File: src/rtl/vstream_frame_ctrl.sv
// Frame sequencer for a raster video source: arms the source, waits for its done
// strobe, inserts an inter-frame gap, counts pixels per frame and guards with a watchdog.
module vstream_frame_ctrl #(
    parameter int FCNT_W         = 16,
    parameter int GAP_CYCLES     = 16,
    parameter int TIMEOUT_CYCLES = 2000000,
    parameter int EXP_PIXELS     = 921600,
    parameter int PIX_W          = 32
) (
    input  logic              clk,
    input  logic              rst_n,
    input  logic              start,
    input  logic              stop,
    input  logic [FCNT_W-1:0] num_frames,
    output logic              src_begin,
    input  logic              src_done,
    input  logic              src_valid,
    output logic              busy,
    output logic [FCNT_W-1:0] frames_done,
    output logic              frame_pulse,
    output logic [PIX_W-1:0]  last_pix_cnt,
    output logic              pix_err,
    output logic              timeout_err
);

    localparam int GAP_W = $clog2(GAP_CYCLES + 1);
    localparam int WD_W  = $clog2(TIMEOUT_CYCLES + 1);

    typedef enum logic [1:0] {
        S_IDLE = 2'd0,
        S_ARM  = 2'd1,
        S_RUN  = 2'd2,
        S_GAP  = 2'd3
    } state_t;

    state_t              state_q, state_d;
    logic                arm_cnt_q, arm_cnt_d;
    logic [GAP_W-1:0]    gap_cnt_q, gap_cnt_d;
    logic [WD_W-1:0]     wd_cnt_q, wd_cnt_d;
    logic [PIX_W-1:0]    pix_cnt_q, pix_cnt_d;
    logic [FCNT_W-1:0]   num_frames_q, num_frames_d;
    logic [FCNT_W-1:0]   frames_done_q, frames_done_d;
    logic [PIX_W-1:0]    last_pix_cnt_q, last_pix_cnt_d;
    logic                frame_pulse_q, frame_pulse_d;
    logic                pix_err_q, pix_err_d;
    logic                timeout_err_q, timeout_err_d;
    logic                stop_pending_q, stop_pending_d;

    logic                start_ok;
    logic                done_hit;
    logic                wd_expired;
    logic                gap_last;
    logic                seq_done;
    logic                enter_arm;
    logic [PIX_W-1:0]    pix_next;

    function automatic logic [PIX_W-1:0] sat_inc(input logic [PIX_W-1:0] cnt, input logic inc);
        if (inc && (cnt != '1)) begin
            return cnt + 1'b1;
        end
        return cnt;
    endfunction

    assign start_ok   = (state_q == S_IDLE) && start && !stop;
    assign done_hit   = (state_q == S_RUN) && src_done;
    // A done strobe on the last watchdog cycle wins over the timeout.
    assign wd_expired = (state_q == S_RUN) && !src_done &&
                        (wd_cnt_q == WD_W'(TIMEOUT_CYCLES - 1));
    assign gap_last   = (gap_cnt_q == GAP_W'(GAP_CYCLES - 1));
    assign seq_done   = stop_pending_q ||
                        ((num_frames_q != '0) && (frames_done_q == num_frames_q));
    assign pix_next   = sat_inc(pix_cnt_q, src_valid);
    assign enter_arm  = (state_d == S_ARM) && (state_q != S_ARM);

    always_ff @(posedge clk) begin
        if (!rst_n) begin
            state_q <= S_IDLE;
        end else begin
            state_q <= state_d;
        end
    end

    always_comb begin
        state_d = state_q;
        case (state_q)
            S_IDLE: if (start_ok) state_d = S_ARM;
            S_ARM:  if (arm_cnt_q) state_d = S_RUN;
            S_RUN: begin
                if (src_done) begin
                    state_d = S_GAP;
                end else if (wd_expired) begin
                    state_d = S_IDLE;
                end
            end
            S_GAP: begin
                if (stop) begin
                    state_d = S_IDLE;
                end else if (gap_last) begin
                    state_d = seq_done ? S_IDLE : S_ARM;
                end
            end
            default: state_d = S_IDLE;
        endcase
    end

    always_comb begin
        arm_cnt_d      = (state_q == S_ARM);
        gap_cnt_d      = (state_q == S_GAP) ? gap_cnt_q + 1'b1 : '0;
        wd_cnt_d       = (state_q == S_RUN) ? wd_cnt_q + 1'b1 : '0;
        pix_cnt_d      = pix_cnt_q;
        num_frames_d   = num_frames_q;
        frames_done_d  = frames_done_q;
        last_pix_cnt_d = last_pix_cnt_q;
        frame_pulse_d  = done_hit;
        pix_err_d      = pix_err_q;
        timeout_err_d  = timeout_err_q;
        stop_pending_d = stop_pending_q;

        // Valids during ARM belong to the upcoming frame.
        if (enter_arm) begin
            pix_cnt_d = '0;
        end else if ((state_q == S_ARM) || (state_q == S_RUN)) begin
            pix_cnt_d = pix_next;
        end

        if (start_ok) begin
            num_frames_d   = num_frames;
            frames_done_d  = '0;
            last_pix_cnt_d = '0;
            pix_err_d      = 1'b0;
            timeout_err_d  = 1'b0;
            stop_pending_d = 1'b0;
        end

        if (stop && ((state_q == S_ARM) || (state_q == S_RUN))) begin
            stop_pending_d = 1'b1;
        end

        if (done_hit) begin
            last_pix_cnt_d = pix_next;
            frames_done_d  = frames_done_q + 1'b1;
            if (pix_next != PIX_W'(EXP_PIXELS)) begin
                pix_err_d = 1'b1;
            end
        end

        if (wd_expired) begin
            timeout_err_d = 1'b1;
        end
    end

    always_ff @(posedge clk) begin
        if (!rst_n) begin
            arm_cnt_q      <= 1'b0;
            gap_cnt_q      <= '0;
            wd_cnt_q       <= '0;
            pix_cnt_q      <= '0;
            num_frames_q   <= '0;
            frames_done_q  <= '0;
            last_pix_cnt_q <= '0;
            frame_pulse_q  <= 1'b0;
            pix_err_q      <= 1'b0;
            timeout_err_q  <= 1'b0;
            stop_pending_q <= 1'b0;
        end else begin
            arm_cnt_q      <= arm_cnt_d;
            gap_cnt_q      <= gap_cnt_d;
            wd_cnt_q       <= wd_cnt_d;
            pix_cnt_q      <= pix_cnt_d;
            num_frames_q   <= num_frames_d;
            frames_done_q  <= frames_done_d;
            last_pix_cnt_q <= last_pix_cnt_d;
            frame_pulse_q  <= frame_pulse_d;
            pix_err_q      <= pix_err_d;
            timeout_err_q  <= timeout_err_d;
            stop_pending_q <= stop_pending_d;
        end
    end

    always_comb begin
        busy         = (state_q != S_IDLE);
        src_begin    = (state_q == S_ARM);
        frames_done  = frames_done_q;
        frame_pulse  = frame_pulse_q;
        last_pix_cnt = last_pix_cnt_q;
        pix_err      = pix_err_q;
        timeout_err  = timeout_err_q;
    end

endmodule

File: config.mk
export PLATFORM = sky130hd
export DESIGN_NAME = vstream_frame_ctrl
export DESIGN_NICKNAME = d
export VERILOG_FILES = /design/src/rtl/vstream_frame_ctrl.sv
export SDC_FILE = /design/constraint.sdc
export NUM_CORES = 1
export LEC_CHECK = 0
export CELL_PAD_IN_SITES_DETAIL_PLACEMENT = 0
export CELL_PAD_IN_SITES_GLOBAL_PLACEMENT = 1
export CORE_MARGIN = 2
export CORE_UTILIZATION = 45
export DETAILED_ROUTE_END_ITERATION = 8
export PLACE_DENSITY = 0.91
export SYNTH_ARGS = -nofsm -noshare
export SYNTH_HDL_FRONTEND = slang
export SYNTH_SLANG_ARGS = --single-unit
File: constraint.sdc
create_clock -name clk -period 6.9 [get_ports clk]
set_input_delay 1.38 -clock clk [delete_from_list [all_inputs] [get_ports clk]]
set_output_delay 1.38 -clock clk [all_outputs]
set_load 0.02 [all_outputs]
==> results of run 1 <==
[registers in the layout, summed over array words and instances (netlist names), 2 cells and up]
register      cells
frames_done      16
gap_cnt_q         5
last_pix_cnt     32
num_frames_q     16
pix_cnt_q        32
state_q           2
wd_cnt_q         21
[how the worst max path moves through the flow]
stage | from | to | slack (ns) | cells past startpoint
finish | src_valid | pix_err | 3.12 | 8
global route | src_valid | pix_err | 2.88 | 8
CTS | src_valid | pix_err | 3.15 | 8
detailed placement | src_valid | pix_err | 2.68 | 8
global placement | src_valid | pix_err | 2.79 | 8
floorplan | src_valid | pix_err | 3.75 | 8
[per-stage QoR]
stage               util [%]  total power [W]  hold slack, ns  setup slack [ns]  instance area (sq um)
finish                 56.42         0.002077          0.4503             3.115                   7893
global route           56.42         0.002167          0.4820             2.881                   7893
CTS                    56.42         0.002094          0.4554             3.149                   7893
detailed placement     52.25         0.001209          0.4431             2.684                   7310
global placement       52.25         0.001194          0.4269             2.794                   7310
floorplan                  -         0.001075          0.4175             3.753                   6501
[kinds of logic after synthesis]
group,Yosys count
and+or+nand+nor,349
xor gates and xnor gates,90
muxes,11
DFF,129
adders and majority gates,10
buffers and inverters,60
AOI/OAI and AO/OA,127
[metal layers]
layer / global-route usage, % / vias up
met5: 0 / -
met4: 9.340 / 0
met3: 4.670 / 30
met2: 36.24 / 154
met1: 28.30 / 2658
li1: - / 2806
[power by group through the flow]
stage	Combinational, W	Sequential, W	Clock, W
final	0.000390	0.000804	0.000882
after global routing	0.000430	0.000808	0.000929
after CTS	0.000391	0.000803	0.000899
after detailed placement	0.000389	0.000819	0
after global placement	0.000376	0.000818	0
after floorplan	0.000263	0.000812	0
[final cells by class]
class	count	area (sq um)	share of cell area (%)
Clock buffer	22	474.2	6.008
Sequential cell	129	2582	32.72
Inverter	14	52.55	0.6658
Tap cell	180	225.2	2.854
Timing Repair Buffer	80	785.8	9.956
Clock inverter	10	108.9	1.379
Multi-Input combinational cell	587	3664	46.42
[worst max-delay path, stage by stage]
cell and delay [ns]:
clkdlybuf4s50_1 0.70, nand3_1 0.20, nor4_1 0.26, o31a_1 0.61, and2_1 0.39, o2111ai_1 0.19
a211oi_2 0.24, a31oi_1 0.09
[cells in the mapped netlist (all sizes together) (2+ instances only)]
library cell	number	area share [%]
dfxtp	129	40
nand2	102	5.9
nor2	84	4.8
xor2	54	7.3
nand3	47	3.8
o21ai	42	3.2
xnor2	36	4.8
clkbuf	30	1.8
and3	23	2.2
nand4	21	2.5
a21boi	18	2.3
a21oi	16	1.2
buf	16	1.7
inv	13	0.75
nor4	13	1.5
nor3	12	1.1
and2	11	1.1
ha	10	1.9
mux2i	9	1.4
a31oi	8	0.77
or3	8	0.77
a211oi	6	0.77
o31ai	5	0.65
a21o	4	0.46
a22o	4	0.54
o211ai	4	0.46
o21a	4	0.46
or2	4	0.38
and4	3	0.40
nand2b	3	0.29
nor2b	3	0.29
nor3b	3	0.35
nor4b	3	0.40
a31o	2	0.27
a32o	2	0.31
mux2	2	0.35
nand3b	2	0.23
o2111ai	2	0.27
o211a	2	0.31
o31a	2	0.27
o41ai	2	0.50
==> impl_metrics.ini, run 1 <==
[status]
status = finished, final reports clean

[floorplanning]
die_h_um = 124.2
rows = 43
fp.dieW_um = 124.2
core-area_sq_um = 13990
dieArea_sq_um = 15420
initial_utilization_pct = 46.48
pin_count = 75

[placement]
hpwl_um = 11330
dp.cells = 990
gp_congestion = 0.9225
port_buffers = 74

[synth]
ys_warn_count = 0
synth_mux_area_share_pct = 1.732
ys.flop_type = dfxtp_1
synth_fa_ha_area_share_pct = 1.925
syn_nets = 808
ys_ff_latch = 129
yosys.area_share.simple_pct = 26.98
synth_edf_count = 0
synth-compound-area-share_pct = 13.30
syn_inst = 776
synth_top_family_by_area = simple AND/OR/NAND/NOR gates
async_reset_ff_share_pct = 0
synth.yosys.seq_area_share_pct = 39.72
synthXorXnorAreaFrac_pct = 12.12
netlist_area_sq_um = 6501
syn_area_per_cell_sq_um = 8.378
ys_types = 64

[sta]
relSlewSlack_pct = 26.14
rsz0062_at_grt = no
fin_setup_tns_ns = 0
tightest_slew_ns = 1.099
slew_viol_final = 0
fin_skew_ns = 0.008167
layout_min_cycle_time_ns = 3.785
min_period_over_period_pct = 54.85
setup_viol = 0
fmax_mhz = 264.2
hold_viol = 0

[global_route]
grt_remaining_overflow = 0
grt_max_degree = 43
grt_pass1_vias = 5399
grt_usage_pct = 22.16
antenna_found_initial = 0
grt_pass1_wl_um = 26530

[power]
p_seq_share_pct = 38.7
ir_drop_v = 0.0001985
p_per_area_nw_per_um2 = 263.1
p_leak_nw = 2.800
p_sw_share_pct = 29.69
p_int_w = 0.001460
power_switching_w = 0.0006167
combPwrFrac_pct = 18.8
pwr-share-clk_pct = 42.5

[critical_path]
path_class = input pin to register
crit_fanout = 18
critical_path_required_ns = 7.19
timing.rr.end = pix_err
critPathCaptureType = register
reg2reg_depth = 7
r2r_setup_slack_ns = 3.90
startpoint_type = input pin
worstPathArrival_ns = 4.08
r2r-start = pix_cnt_q[12]

[layout]
nNetsFinal = 861
final.fill_count = 1284
syn2layout_area_growth_pct = 21.40
n_antenna_cell = 0
drive_above_1_share_pct = 6.888
mostFrequentLayoutCells = dfxtp_1, nand2_1, nor2_1
final_common_cell = dfxtp_1
layoutNonFillerInstCount = 1022

[clock_network]
clock-sinks = 129
clockBufferDepth = 2
insertion_delay_ns = 0.43
cts_inserted_buffers = 17
cts_hold_buf = 0
path_clk_slew_ns = 0.05
cts-root-buf = clkbuf_16
cts_resized = 0
cts_tree = built
h-tree-depth = 4
postCtsSetupBuffers = 0

[drt]
highest_layer = met4
dr_wl_met3_um = 804
wire_per_inst_um = 15.84
via_per_inst = 5.526
wl_met1_um = 7251
drt_iter0_markers = 458
drc_errors = 0
met2_length_um = 7807
vias = 5648
drtAntennaViolNets = 0
wl_um = 16190
drt_first_pass_iters = 5

[min_path]
whs_endpoint = last_pix_cnt[4]
holdPathStages = 2
hold_path.class = register to register
holdCritStartpoint = last_pix_cnt[4]

[job]
max_cap_violations = 0
Note: power is estimated with default switching activity, not from simulation.
==> inputs of run 2 (changes only) <==
- CORE_UTILIZATION: 45 -> 38
- PLACE_DENSITY: 0.91 -> 0.83
- clock period: 6.9 -> 3.1 ns (I/O delays scaled with it)
==> run 2 against run 1 <==
  * Final cell count grew 6.1%
  * Total power up 130%
  * Combinational power is 140% higher
  * Global-route usage fell by 3.5 points
  * Via count barely moved
  * Largest cell class unchanged
  * Sequential cell count unchanged
  * Non-clock buffer count increased by 23
  * Clock skew up 0.0042 ns
  * Die area grew 18%
  * Register-to-register slack got worse by 3.6 ns
==> impl_metrics.ini, run 2 (same netlist as run 1, synthesis figures left out) <==
[sta]
tightest_slew_ns = 0.6799
rsz0062_at_grt = no
layout_min_cycle_time_ns = 2.799
relSlewSlack_pct = 54.56
setup_viol = 0
slew_viol_final = 0
hold_viol = 0
fmax_mhz = 357.3
fin_setup_tns_ns = 0
min_period_over_period_pct = 90.28
fin_skew_ns = 0.01238
setup_ws_ns = 0.3013

[power]
p_int_w = 0.003364
ir_drop_v = 0.0005097
p_per_area_nw_per_um2 = 586.6
finalPower_w = 0.004791
pwr-share-clk_pct = 43.2
p_sw_share_pct = 29.79
p_seq_share_pct = 37.2
p_leak_nw = 2.935
combPwrFrac_pct = 19.6
power_switching_w = 0.001427

[clock_network]
clockBufferDepth = 2
cts_hold_buf = 0
path_clk_slew_ns = 0.06
cts-root-buf = clkbuf_16
cts_resized = 0
cts_inserted_buffers = 17
clock-sinks = 129
insertion_delay_ns = 0.43
postCtsSetupBuffers = 0
cts_tree = built
h-tree-depth = 4

[drt]
vias = 5645
wl_um = 16440
drc_errors = 0
wire_per_inst_um = 15.17
drt_first_pass_iters = 4
via_per_inst = 5.208
drt_iter0_markers = 365
drtAntennaViolNets = 0

[global_route]
grt_pass1_wl_um = 27160
grt_pass1_vias = 5308
antenna_found_initial = 0
grt_usage_pct = 18.68
grt_max_degree = 34
grt_remaining_overflow = 0

[layout]
final_common_cell = dfxtp_1
final.fill_count = 1607
mostFrequentLayoutCells = dfxtp_1, nand2_1, nor2_1
syn2layout_area_growth_pct = 25.64
nNetsFinal = 884
n_antenna_cell = 0
drive_above_1_share_pct = 9.491

[floorplanning]
rows = 47
core-area_sq_um = 16640
dieArea_sq_um = 18170
fp.dieW_um = 134.8
initial_utilization_pct = 39.06
die_h_um = 134.8
pin_count = 75

[job]
max_cap_violations = 0

[status]
status = finished, final reports clean

[critical_path]
r2r-start = pix_cnt_q[14]
cp_slowest_cell = or3_1
startpoint_type = register
worstPathArrival_ns = 3.09
crit_chain = nand3_4, or3_1, o31a_1, buf_12, a21boi_0, o2111ai_1, nor4_1, a31oi_1
path_buf_inv = 1
crit_fanout = 18
cp-startpoint = pix_cnt_q[14]
critPathCaptureType = register
cp_slowest_stage_delay_ns = 0.57
critPathTopFamily = compound AO/OA/AOI/OAI gates
critical_path_required_ns = 3.39
path_class = register to register

[placement]
hpwl_um = 11640
gp_congestion = 0.8665
port_buffers = 74
place_ws_ns = 0.2633

[min_path]
holdCritStartpoint = last_pix_cnt[19]
hold_path.class = register to register
[run 2: final timing paths]
kind                      end  cells after the start  slack [ns]
max                   pix_err                      8        0.30
min reg2reg  last_pix_cnt[19]                      2        0.45
min          last_pix_cnt[19]                      2        0.45
max reg2reg           pix_err                      8        0.30
[run 2: final cells by class]
type | count | area, sq um | share of cell area [%]
Clock buffer | 19 | 452.9 | 5.545
Clock inverter | 12 | 157.7 | 1.930
Inverter | 14 | 52.55 | 0.6434
Multi-Input combinational cell | 587 | 3664 | 44.85
Sequential cell | 129 | 2582 | 31.62
Tap cell | 220 | 275.3 | 3.370
Timing Repair Buffer | 103 | 983.4 | 12.04
[run 2: power by group through the flow]
| stage | combinational [W] | sequential, W | clock, W |
|---|---|---|---|
| floorplan | 0.000585 | 0.00181 | 0 |
| finish | 0.000939 | 0.00178 | 0.00207 |
| global route | 0.00103 | 0.00179 | 0.00218 |
| detailed placement | 0.000935 | 0.00182 | 0 |
| CTS | 0.000944 | 0.00178 | 0.00211 |
| global placement | 0.000932 | 0.00182 | 0 |
[run 2: per-layer routing]
| layer | part of all wire (%) | wire length, um | global-route usage (%) | up-vias |
|---|---|---|---|---|
| met3 | 4.3 | 709 | 4.317 | 10 |
| met2 | 48 | 7923 | 30.99 | 88 |
| met5 | 0 | 0 | 0 | - |
| met1 | 46 | 7638 | 24.31 | 2681 |
| met4 | 1.0 | 171 | 5.380 | 0 |
| li1 | - | - | - | 2866 |
[run 2: per-stage QoR]
step | utilization (%) | instances | area (sq um) | hold WS, ns
after floorplan | - | 776 | 6501 | 0.4175
after detailed placement | 45.41 | 1053 | 7557 | 0.4387
after global routing | 49.08 | 1084 | 8168 | 0.4841
after CTS | 49.08 | 1084 | 8168 | 0.4503
after global placement | 45.41 | 1053 | 7557 | 0.4288
final | 49.08 | 1084 | 8168 | 0.4485
[run 2: tightest hold or removal path: cells and delay by family, from the launching register on]
kind | cells | cell delay, ns
flops | 1 | 0.31
simple gates | 2 | 0.09
